$ cat config.mk
export PLATFORM = sky130hd
export DESIGN_NAME = updown_seq_ctrl
export DESIGN_NICKNAME = d
export VERILOG_FILES = /design/src/rtl/updown_seq_ctrl.sv
export SDC_FILE = /design/constraint.sdc
export NUM_CORES = 1
export LEC_CHECK = 0
export BUFFER_PORTS_ARGS = -buffer_cell sky130_fd_sc_hd__buf_2
export CAP_MARGIN = 20
export CORE_AREA = 8 8 68 70
export CTS_CLUSTER_DIAMETER = 80
export DETAILED_ROUTE_END_ITERATION = 16
export DIE_AREA = 0 0 76 78
export PLACE_DENSITY_LB_ADDON = 0.05
export SYNTH_ARGS = -nofsm -noshare
export SYNTH_HDL_FRONTEND = slang
export SYNTH_SLANG_ARGS = --single-unit
$ cat constraint.sdc
create_clock -name clk -period 2.8 [get_ports clk]
set_clock_uncertainty 0.1 [all_clocks]
set_input_delay 0.56 -clock clk [delete_from_list [all_inputs] [get_ports clk]]
set_output_delay 0.56 -clock clk [all_outputs]
set_load 0.005 [all_outputs]
$ cat src/rtl/updown_seq_ctrl.sv
// Sequencer that drives the Up/Down pins of a TFF up/down counter from GOTO/SWEEP/STOP commands.
// Latency: an accepted command changes state at the accepting edge; up/down follow count combinationally.
// Backpressure: cmd_ready stays high once out of reset; every accepted command preempts the current one.
module updown_seq_ctrl #(
  parameter int W      = 4,
  parameter int DWELL  = 2,
  parameter int PASS_W = 8
) (
  input  logic              clk,
  input  logic              reset,
  input  logic              cmd_valid,
  output logic              cmd_ready,
  input  logic [1:0]        cmd_mode,
  input  logic [W-1:0]      cmd_lo,
  input  logic [W-1:0]      cmd_hi,
  input  logic [W-1:0]      count,
  output logic              up,
  output logic              down,
  output logic              busy,
  output logic              done,
  output logic              err,
  output logic [PASS_W-1:0] passes
);

  typedef enum logic [1:0] {S_IDLE, S_MOVE, S_DWELL, S_DONE} state_t;
  typedef enum logic {M_GOTO, M_SWEEP} mode_t;

  localparam logic [1:0] CMD_STOP  = 2'b00;
  localparam logic [1:0] CMD_GOTO  = 2'b01;
  localparam logic [1:0] CMD_SWEEP = 2'b10;

  // Dwell counter only needs to hold DWELL-1; keep at least one bit so DWELL=0/1 still elaborate.
  localparam int             DCW   = (DWELL > 1) ? $clog2(DWELL) : 1;
  localparam logic [DCW-1:0] DLOAD = DCW'((DWELL > 0) ? DWELL - 1 : 0);

  state_t            state_q, state_d;
  mode_t             mode_q, mode_d;
  logic [W-1:0]      dest_q, dest_d;
  logic [W-1:0]      lo_q, lo_d;
  logic [W-1:0]      hi_q, hi_d;
  logic [DCW-1:0]    dwell_q, dwell_d;
  logic [PASS_W-1:0] passes_q, passes_d;
  logic              done_q, done_d;
  logic              err_q, err_d;
  logic              rdy_q;

  logic              accept;
  logic              cmd_ok;
  logic              at_dest;
  logic [W-1:0]      dest_flip;

  assign accept    = cmd_valid & rdy_q;
  // Mode 11 and an empty/inverted sweep window are the only rejected commands.
  assign cmd_ok    = (cmd_mode == CMD_STOP) || (cmd_mode == CMD_GOTO) ||
                     ((cmd_mode == CMD_SWEEP) && (cmd_lo < cmd_hi));
  assign at_dest   = (count == dest_q);
  assign dest_flip = (dest_q == hi_q) ? lo_q : hi_q;

  // Direction comes straight from the live count, so motion stops the cycle count reaches dest.
  assign up        = (state_q == S_MOVE) && (count < dest_q);
  assign down      = (state_q == S_MOVE) && (count > dest_q);
  assign busy      = (state_q == S_MOVE) || (state_q == S_DWELL);
  assign done      = done_q;
  assign err       = err_q;
  assign passes    = passes_q;
  assign cmd_ready = rdy_q;

  // Next-state: a valid accepted command wins; otherwise the current motion progresses.
  always_comb begin
    state_d  = state_q;
    mode_d   = mode_q;
    dest_d   = dest_q;
    lo_d     = lo_q;
    hi_d     = hi_q;
    dwell_d  = dwell_q;
    passes_d = passes_q;
    done_d   = 1'b0;
    err_d    = accept && !cmd_ok;

    if (accept && cmd_ok) begin
      case (cmd_mode)
        CMD_GOTO: begin
          mode_d = M_GOTO;
          dest_d = cmd_hi;
          if (count == cmd_hi) begin
            state_d = S_DONE;
            done_d  = 1'b1;
          end else begin
            state_d = S_MOVE;
          end
        end
        CMD_SWEEP: begin
          mode_d   = M_SWEEP;
          lo_d     = cmd_lo;
          hi_d     = cmd_hi;
          dest_d   = cmd_lo;
          passes_d = '0;
          state_d  = S_MOVE;
        end
        default: state_d = S_IDLE;
      endcase
    end else begin
      case (state_q)
        S_MOVE: begin
          if (at_dest) begin
            if (mode_q == M_GOTO) begin
              state_d = S_DONE;
              done_d  = 1'b1;
            end else begin
              if (dest_q == hi_q) begin
                passes_d = passes_q + 1'b1;
              end
              if (DWELL > 0) begin
                state_d = S_DWELL;
                dwell_d = DLOAD;
              end else begin
                dest_d = dest_flip;
              end
            end
          end
        end
        S_DWELL: begin
          if (dwell_q == '0) begin
            dest_d  = dest_flip;
            state_d = S_MOVE;
          end else begin
            dwell_d = dwell_q - 1'b1;
          end
        end
        default: ;
      endcase
    end
  end

  // State and datapath registers; cmd_ready rises on the first edge after reset release.
  always_ff @(posedge clk or negedge reset) begin
    if (!reset) begin
      state_q  <= S_IDLE;
      mode_q   <= M_GOTO;
      dest_q   <= '0;
      lo_q     <= '0;
      hi_q     <= '0;
      dwell_q  <= '0;
      passes_q <= '0;
      done_q   <= 1'b0;
      err_q    <= 1'b0;
      rdy_q    <= 1'b0;
    end else begin
      state_q  <= state_d;
      mode_q   <= mode_d;
      dest_q   <= dest_d;
      lo_q     <= lo_d;
      hi_q     <= hi_d;
      dwell_q  <= dwell_d;
      passes_q <= passes_d;
      done_q   <= done_d;
      err_q    <= err_d;
      rdy_q    <= 1'b1;
    end
  end

endmodule

==> results.toml, run 1 <==
[run_status]
outcome = "complete, no violations"

[place]
place_area_mm2 = 0.00196
portBuffers = 30
dp.cells = 260
dp_hpwl_um = 3140
place.gp.congestion = 0.822
preCtsSetupSlack_ps = 274

[power]
switchingPower_mw = 0.465
fin_total_pwr_mw = 1.25
p_clk_share_pct = 13.8
p_comb_share_pct = 41.4
power_density_mw_per_mm2 = 627
p_sw_share_pct = 37.3
leakage_nw = 0.974
internal-power_mw = 0.781
seqPwrFrac_pct = 44.9
ir_worst_vdd_mv = 0.240

[drt]
drt-pass1-iter-count = 4
wirelength_um = 3940
vias = 1431
vias_per_cell = 5.42
wl_per_cell_um = 14.9
drcViolationCount = 0
postRouteAntennaNets = 0
initialDrtViolationCount = 52

[clock_tree]
cts_tree = "done"
clkTransAtPathRegs_ps = 150
h-tree-depth = 1
cts_made_buffers = 3
postCtsHoldBufs = 0
cts-resized-gates = 0
clockRootBuffer = "clkbuf_4"
cts.sinks = 27
ctsLongestPathBuffers = 2
postCtsSetupRepairBufs = 0
clk_latency_ps = 330

[floorplanning]
num_rows = 22
initial_utilization_pct = 48.3
io_pins = 31
core_mm2 = 0.00355
dieArea_mm2 = 0.00593
dieWidth_um = 76
die_h_um = 78

[yosys]
yosysSeqAreaShare_pct = 39.4
synth_area_leaders = "dfrtp_1 (39%), ha_1 (9.5%), mux2_2 (8.5%)"
synth-edff-count = 0
yosysTopAreaCellShare_pct = 39.4
ys_types = 39
yosysWarningCount = 0
synth_nets = 209
synth_area_leader_cell = "dfrtp_1"
synth_cells = 179
ys_dominant_reg_cell = "dfrtp_1"
synth_area_mm2 = 0.00172
ys_async_sr_fraction_pct = 100
avgSynthCellArea_um2 = 9.58
ys_ff_latch = 27

[finish]
area_growth_pct = 15.8
final_cells = 264
final_layout_size_suffix_gt1_share_pct = 26.9
stdcell_area_mm2 = 0.00199
final_core_util_pct = 55.9
diodes = 0
nets = 247

[global_route]
grt_use_total_pct = 13.6
grt_pass1_wl_um = 6780
grt-ovfl-total = 0
antenna_found_initial = 0
grt_max_degree = 28
grt_pass1_vias = 1461

[flow_run]
maxCapViolCount = 0

[setup_path]
crit_fanout = 3
startpoint_type = "register"
crit_arrival_ps = 1840
rr_worst_depth = 7
crit_start = "dest_q[1]"
crit_type = "reg -> out"
crit_path_end_kind = "output port"
timing.rr.start = "dest_q[2]"
crit_required_ps = 2140

[timing]
rsz0062_at_grt = "false"
tns_ps = 0
finalSetupViolations = 0
hold_viol = 0
fmax_ghz = 0.399
report.final.slew_viol_count = 0
worst_slack_ps = 296
slew-limit-headroom_pct = 59.1
tightestPinTransition_ps = 614
fin_crit_sh_pct = 89.4
period_minus_slack_ps = 2500
whs_ps = 110

[hold_path]
hold_path_class = "in -> async"
[cells in the final DEF, fill, tap and decap left out, types with 2 or more instances in the layout]
master,count
clkbuf_4,3
nor2_1,8
nand3_1,10
inv_1,21
a21oi_1,7
o211ai_1,3
mux2i_1,2
buf_4,6
buf_2,30
or3_1,2
nor2b_1,2
or4_1,2
o221a_2,2
dfrtp_1,27
a21o_1,4
nand2_1,18
o21ai_0,6
xor2_1,7
o2111ai_1,4
nand4_1,3
mux2_2,13
nor3_1,3
o221a_1,2
ha_1,13
[Yosys cell counts (2+ instances only)]
master     instances
mux2i_1            2
nor3_1             3
nor2b_1            2
o221a_2            2
inv_1             21
nand4_1            3
xor2_1             7
or4_1              2
ha_1              13
nand3_1           10
o2111ai_1          4
nor2_1             8
a21oi_1            7
o221a_1            2
clkbuf_1           3
o21ai_0            6
mux2_2            13
nand2_1           18
a21o_1             4
o211ai_1           3
dfrtp_1           27
or3_1              2
[cells by family (layout without fill, tap and decap cells)]
| logic type | count (synthesis) | in the layout | share of synthesized area, % |
|---|---|---|---|
| buffers and inverters | 24 | 61 | 5.25 |
| AO/OA/AOI/OAI | 35 | 35 | 14.7 |
| AND/OR/NAND/NOR | 55 | 55 | 16.5 |
| adder cells (fa/ha/maj) | 13 | 13 | 9.48 |
| multiplexers | 16 | 16 | 10.4 |
| flip-flops | 27 | 27 | 39.4 |
| XOR/XNOR | 8 | 8 | 4.08 |
| other | 1 | 1 | 0.219 |
[state kept, by name, indices dropped and copies added, names as in the netlist]
register / cells
done: 1
cmd_ready: 1
dwell_q: 1
state_q: 2
passes: 8
mode_q: 1
dest_q: 4
hi_q: 4
lo_q: 4
err: 1
[worst max-delay path, stage by stage (launching register included)]
cell      delay, ps
dfrtp_1         420
inv_1            60
ha_1            280
nor2b_1         130
o21ai_0         140
nand2b_1         70
a21oi_1         170
and2_1          140
buf_2           100
[power by group through the flow]
stage | combinational, mW | sequential, mW | clock, mW
after floorplan | 0.385 | 0.536 | 0
after global placement | 0.498 | 0.565 | 0
after detailed placement | 0.520 | 0.567 | 0
after CTS | 0.522 | 0.559 | 0.181
after global routing | 0.587 | 0.569 | 0.196
final | 0.515 | 0.559 | 0.172
[metal layers]
layer	up-vias	part of all wire (%)	track usage [%]
met5	-	0	0
met4	0	1.2	3.73
met3	5	4.9	3.46
met2	41	46	21.7
met1	675	48	17.6
li1	710	-	-
[final cells by class]
cell class,count,area [um^2]
Inverter,21,78.8
Timing Repair Buffer,36,195
Clock buffer,4,26.3
Multi-Input combinational cell,128,950
Fill cell,339,1570
Tap cell,48,60.1
Sequential cell,27,676
[path summary, 6_finish.rpt]
check	to	slack [ps]
worst min register to register	lo_q[2]	430
worst max register to register	passes[5]	620
worst min-delay path	passes[1]	110
worst max-delay path	up	300
max in group asynchronous	hi_q[3]	2070
min in group clk	lo_q[2]	390
Note: power is estimated with default switching activity, not from simulation.
==> run 2, diff against run 1 <==
--- a/config.mk
+++ b/config.mk
@@ -5,7 +5,7 @@
 export SDC_FILE = /design/constraint.sdc
 export NUM_CORES = 1
 export LEC_CHECK = 0
-export BUFFER_PORTS_ARGS = -buffer_cell sky130_fd_sc_hd__buf_2
+export BUFFER_PORTS_ARGS = -buffer_cell sky130_fd_sc_hd__buf_4
 export CAP_MARGIN = 20
 export CORE_AREA = 8 8 68 70
 export CTS_CLUSTER_DIAMETER = 80
==> run 2 against run 1 <==
Compared with the run above:
- first-iteration DRC count grew 40%
- power is 1.0% higher
- largest power group unchanged
- setup slack got worse by 10 ps
- global-route usage shrank 0.43 points
- clock power down 2%
- combinational power increased by 4%
- cell count is the same
- clock-buffer cell count stayed put
- non-clock buffer count did not move
- sequential share of layout area down 1.2 points
==> results.toml, run 2 (same netlist as run 1, synthesis figures left out) <==
[power]
power_density_mw_per_mm2 = 611
ir_worst_vdd_mv = 0.249
leakage_nw = 0.988

[clock_tree]
ctsLongestPathBuffers = 2
h-tree-depth = 1
clk_latency_ps = 320
cts_tree = "done"
cts.sinks = 27
postCtsHoldBufs = 0
cts-resized-gates = 0
postCtsSetupRepairBufs = 0
cts_made_buffers = 3
clkTransAtPathRegs_ps = 140
clockRootBuffer = "clkbuf_4"

[timing]
period_minus_slack_ps = 2510
tightestPinTransition_ps = 652
fmax_ghz = 0.398
tns_ps = 0
hold_viol = 0
report.final.slew_viol_count = 0
fin_crit_sh_pct = 89.8
rsz0062_at_grt = "false"
slew-limit-headroom_pct = 56.2
finalSetupViolations = 0

[finish]
nets = 247
diodes = 0
seq_area_um2 = 676
area_growth_pct = 20.1
stdcell_area_mm2 = 0.00206
final_layout_size_suffix_gt1_share_pct = 26.9
num-fill-cells = 320
layout_commonest_cell = "buf_4"
largest_reg_flops = 8
layout_common_cells = "buf_4 (36), dfrtp_1 (27), inv_1 (21)"
final_cells = 264
multi_input_area_um2 = 950

[floorplanning]
dieArea_mm2 = 0.00593
core_mm2 = 0.00355
die_h_um = 78
num_rows = 22
dieWidth_um = 76
initial_utilization_pct = 48.3
io_pins = 31

[flow_run]
maxCapViolCount = 0

[drt]
postRouteAntennaNets = 0
vias = 1421
drcViolationCount = 0
drt-pass1-iter-count = 4
wl_per_cell_um = 14.7
initialDrtViolationCount = 73
wirelength_um = 3880
vias_per_cell = 5.38

[setup_path]
crit_path_end_kind = "output port"
cpPeakStageDelay_ps = 440
startpoint_type = "register"
crit_arrival_ps = 1850
rr_worst_depth = 5
critPathBufInv = 2
slowest_stage = "dfrtp_1"
timing.rr.start = "dest_q[3]"
r2r-end = "passes[5]"
r2r_slack_ps = 590
crit_required_ps = 2140
crit_chain = "inv_1, ha_1, nor2b_1, o21ai_0, nand2b_1, a21oi_1, and2_1, buf_4"
cp_top_family = "flip-flops"
crit_fanout = 3
crit_type = "reg -> out"

[place]
portBuffers = 30
place.gp.congestion = 0.892
place_area_mm2 = 0.00203
dp.cells = 260
dp_hpwl_um = 3150

[global_route]
grt_pass1_vias = 1483
grt_use_total_pct = 13.1
grt_pass1_wl_um = 6670
grt-ovfl-total = 0
grt_max_degree = 28
antenna_found_initial = 0

[hold_path]
hold_path_class = "in -> async"

[run_status]
outcome = "complete, no violations"
==> run 2: per-stage QoR <==
step	utilization [%]	worst slack [ps]	hold WS, ps	power (mW)
4_1_cts	58.0	270	24.1	1.27
3_3_place_gp	57.3	306	389	1.08
2_1_floorplan	-	480	164	0.921
5_1_grt	58.0	145	26.4	1.37
3_5_place_dp	57.3	273	392	1.11
6_report	58.0	286	18.5	1.26
==> run 2: final cells by class <==
class	count	area share (%)
timing repair buffer	36	13.1
sequential	27	32.8
inverter	21	3.83
multi-input combinational	128	46.1
tap	48	2.91
clock buffer	4	1.28
==> run 2: per-layer routing <==
layer	global-route usage [%]	wire, um	up-vias
met5	0	0	-
met4	3.73	55	0
met3	2.53	166	6
met2	20.9	1790	31
met1	17.6	1870	674
li1	-	-	710
==> run 2: worst max path at each step <==
stage,slack [ps],endpoint,depth (start not counted),from
floorplan,480,dest_q[2],7,cmd_hi[3]
global placement,310,dest_q[2],8,cmd_hi[3]
detailed placement,270,passes[6],9,cmd_hi[3]
CTS,270,up,8,dest_q[1]
global route,140,up,8,dest_q[1]
finish,290,up,8,dest_q[1]
==> run 2: power by group <==
group	switching (mW)	leakage (nW)	internal (mW)
sequential	0.0812	0.338	0.475
combinational	0.265	0.635	0.270
clock	0.112	0.0150	0.0558
==> run 3, diff against run 2 <==
--- a/config.mk
+++ b/config.mk
@@ -11,6 +11,7 @@
 export CTS_CLUSTER_DIAMETER = 80
 export DETAILED_ROUTE_END_ITERATION = 16
 export DIE_AREA = 0 0 76 78
+export GPL_TIMING_DRIVEN = 0
 export PLACE_DENSITY_LB_ADDON = 0.05
 export SYNTH_ARGS = -nofsm -noshare
 export SYNTH_HDL_FRONTEND = slang
==> run 3 against run 2 <==
Compared with the run above:
- combinational power hardly changed
- flip-flop and latch count stayed put
- global-route usage is 0.050 points higher
- cell count is 1.1% lower
- die area stayed put
- largest cell class unchanged
- highest routed layer unchanged
==> results.toml, run 3 (same netlist as run 1, synthesis figures left out) <==
[drt]
initialDrtViolationCount = 24
vias_per_cell = 5.42
postRouteAntennaNets = 0
drt-pass1-iter-count = 5
drcViolationCount = 0
vias = 1415
wirelength_um = 3840
wl_per_cell_um = 14.7

[clock_tree]
ctsLongestPathBuffers = 2
cts.sinks = 27
postCtsSetupRepairBufs = 0
cts_made_buffers = 3
cts-resized-gates = 0
clkTransAtPathRegs_ps = 140
clk_latency_ps = 320
cts_tree = "done"
clockRootBuffer = "clkbuf_4"
h-tree-depth = 1
postCtsHoldBufs = 0

[place]
preCtsSetupSlack_ps = 26.0
dp_hpwl_um = 3100
place.gp.congestion = 0.812
dp.cells = 257
portBuffers = 30

[timing]
tns_ps = 0
rsz0062_at_grt = "false"
tightestPinTransition_ps = 892
worst_slack_ps = 283
slew-limit-headroom_pct = 40.2
whs_ps = 18.8
period_minus_slack_ps = 2520
fmax_ghz = 0.397
report.final.slew_viol_count = 0
hold_viol = 0
finalSetupViolations = 0
fin_crit_sh_pct = 89.9

[setup_path]
crit_arrival_ps = 1860
crit_start = "dest_q[1]"
startpoint_type = "register"
crit_path_end_kind = "output port"
crit_required_ps = 2140
crit_fanout = 3
timing.rr.start = "dest_q[2]"
crit_type = "reg -> out"

[floorplanning]
io_pins = 31
initial_utilization_pct = 48.3
dieArea_mm2 = 0.00593
num_rows = 22
dieWidth_um = 76
die_h_um = 78
core_mm2 = 0.00355

[hold_path]
hold_path_class = "in -> async"

[global_route]
grt_pass1_wl_um = 6600
grt_max_degree = 28
grt-ovfl-total = 0
grt_pass1_vias = 1475
grt_use_total_pct = 13.2
antenna_found_initial = 0

[flow_run]
maxCapViolCount = 0

[finish]
area_growth_pct = 18.2
final_cells = 261
final_layout_size_suffix_gt1_share_pct = 24.4
nets = 244
diodes = 0
layout_common_cells = "buf_4 (30), dfrtp_1 (27), inv_1 (21)"
layout_commonest_cell = "buf_4"
num-fill-cells = 325
largest_reg_flops = 8

[power]
ir_worst_vdd_mv = 0.246
power_density_mw_per_mm2 = 620
leakage_nw = 0.962

[run_status]
outcome = "complete, no violations"
run 3: cell types whose count changed in the layout (fill, tap and decap cells not counted):
cell      previous run  this run
buf_4               36        30
clkbuf_1             1         4
run 3: per-stage QoR:
| step | area (um^2) | util [%] | power, mW |
|---|---|---|---|
| detailed placement | 2000 | 56.3 | 1.10 |
| floorplan | 1720 | - | 0.921 |
| CTS | 2030 | 57.1 | 1.27 |
| finish | 2030 | 57.1 | 1.26 |
| global placement | 2000 | 56.3 | 1.06 |
| global route | 2030 | 57.1 | 1.36 |
run 3: metal layers:
| metal | track usage (%) | routed length, um | vias up |
|---|---|---|---|
| met2 | 21.3 | 1810 | 31 |
| met3 | 3.46 | 194 | 7 |
| met4 | 5.29 | 65 | 0 |
| met1 | 16.3 | 1770 | 676 |
| met5 | 0 | 0 | - |
| li1 | - | - | 701 |
run 3: critical path, stage by stage (launching register included):
cell      delay [ps]
dfrtp_1          420
inv_1             60
ha_1             300
nor2b_1          140
o21ai_0          140
nand2b_1          70
a21oi_1          170
and2_1           140
buf_4            100
run 3: path summary, 6_finish.rpt:
kind / endpoint / slack (ps) / depth (start not counted)
setup / recovery: up / 280 / 8
hold / removal: passes[5] / 20 / 1
setup reg to reg: passes[5] / 550 / 7
hold reg to reg: lo_q[0] / 430 / 1
max in group asynchronous: lo_q[1] / 2320 / 1
min in group clk: lo_q[2] / 370 / 2
run 3: area by class of cell:
type	count	area, um^2	area share [%]
inverter	21	78.8	3.89
clock buffer	4	26.3	1.30
sequential	27	676	33.3
timing repair buffer	30	225	11.1
tap	48	60.1	2.96
multi-input combinational	128	950	46.9
buffer	3	11.3	0.556
run 3: where the power goes:
group | leakage, nW | switching [mW] | internal, mW
sequential | 0.338 | 0.0776 | 0.475
clock | 0.0150 | 0.113 | 0.0558
combinational | 0.609 | 0.272 | 0.264
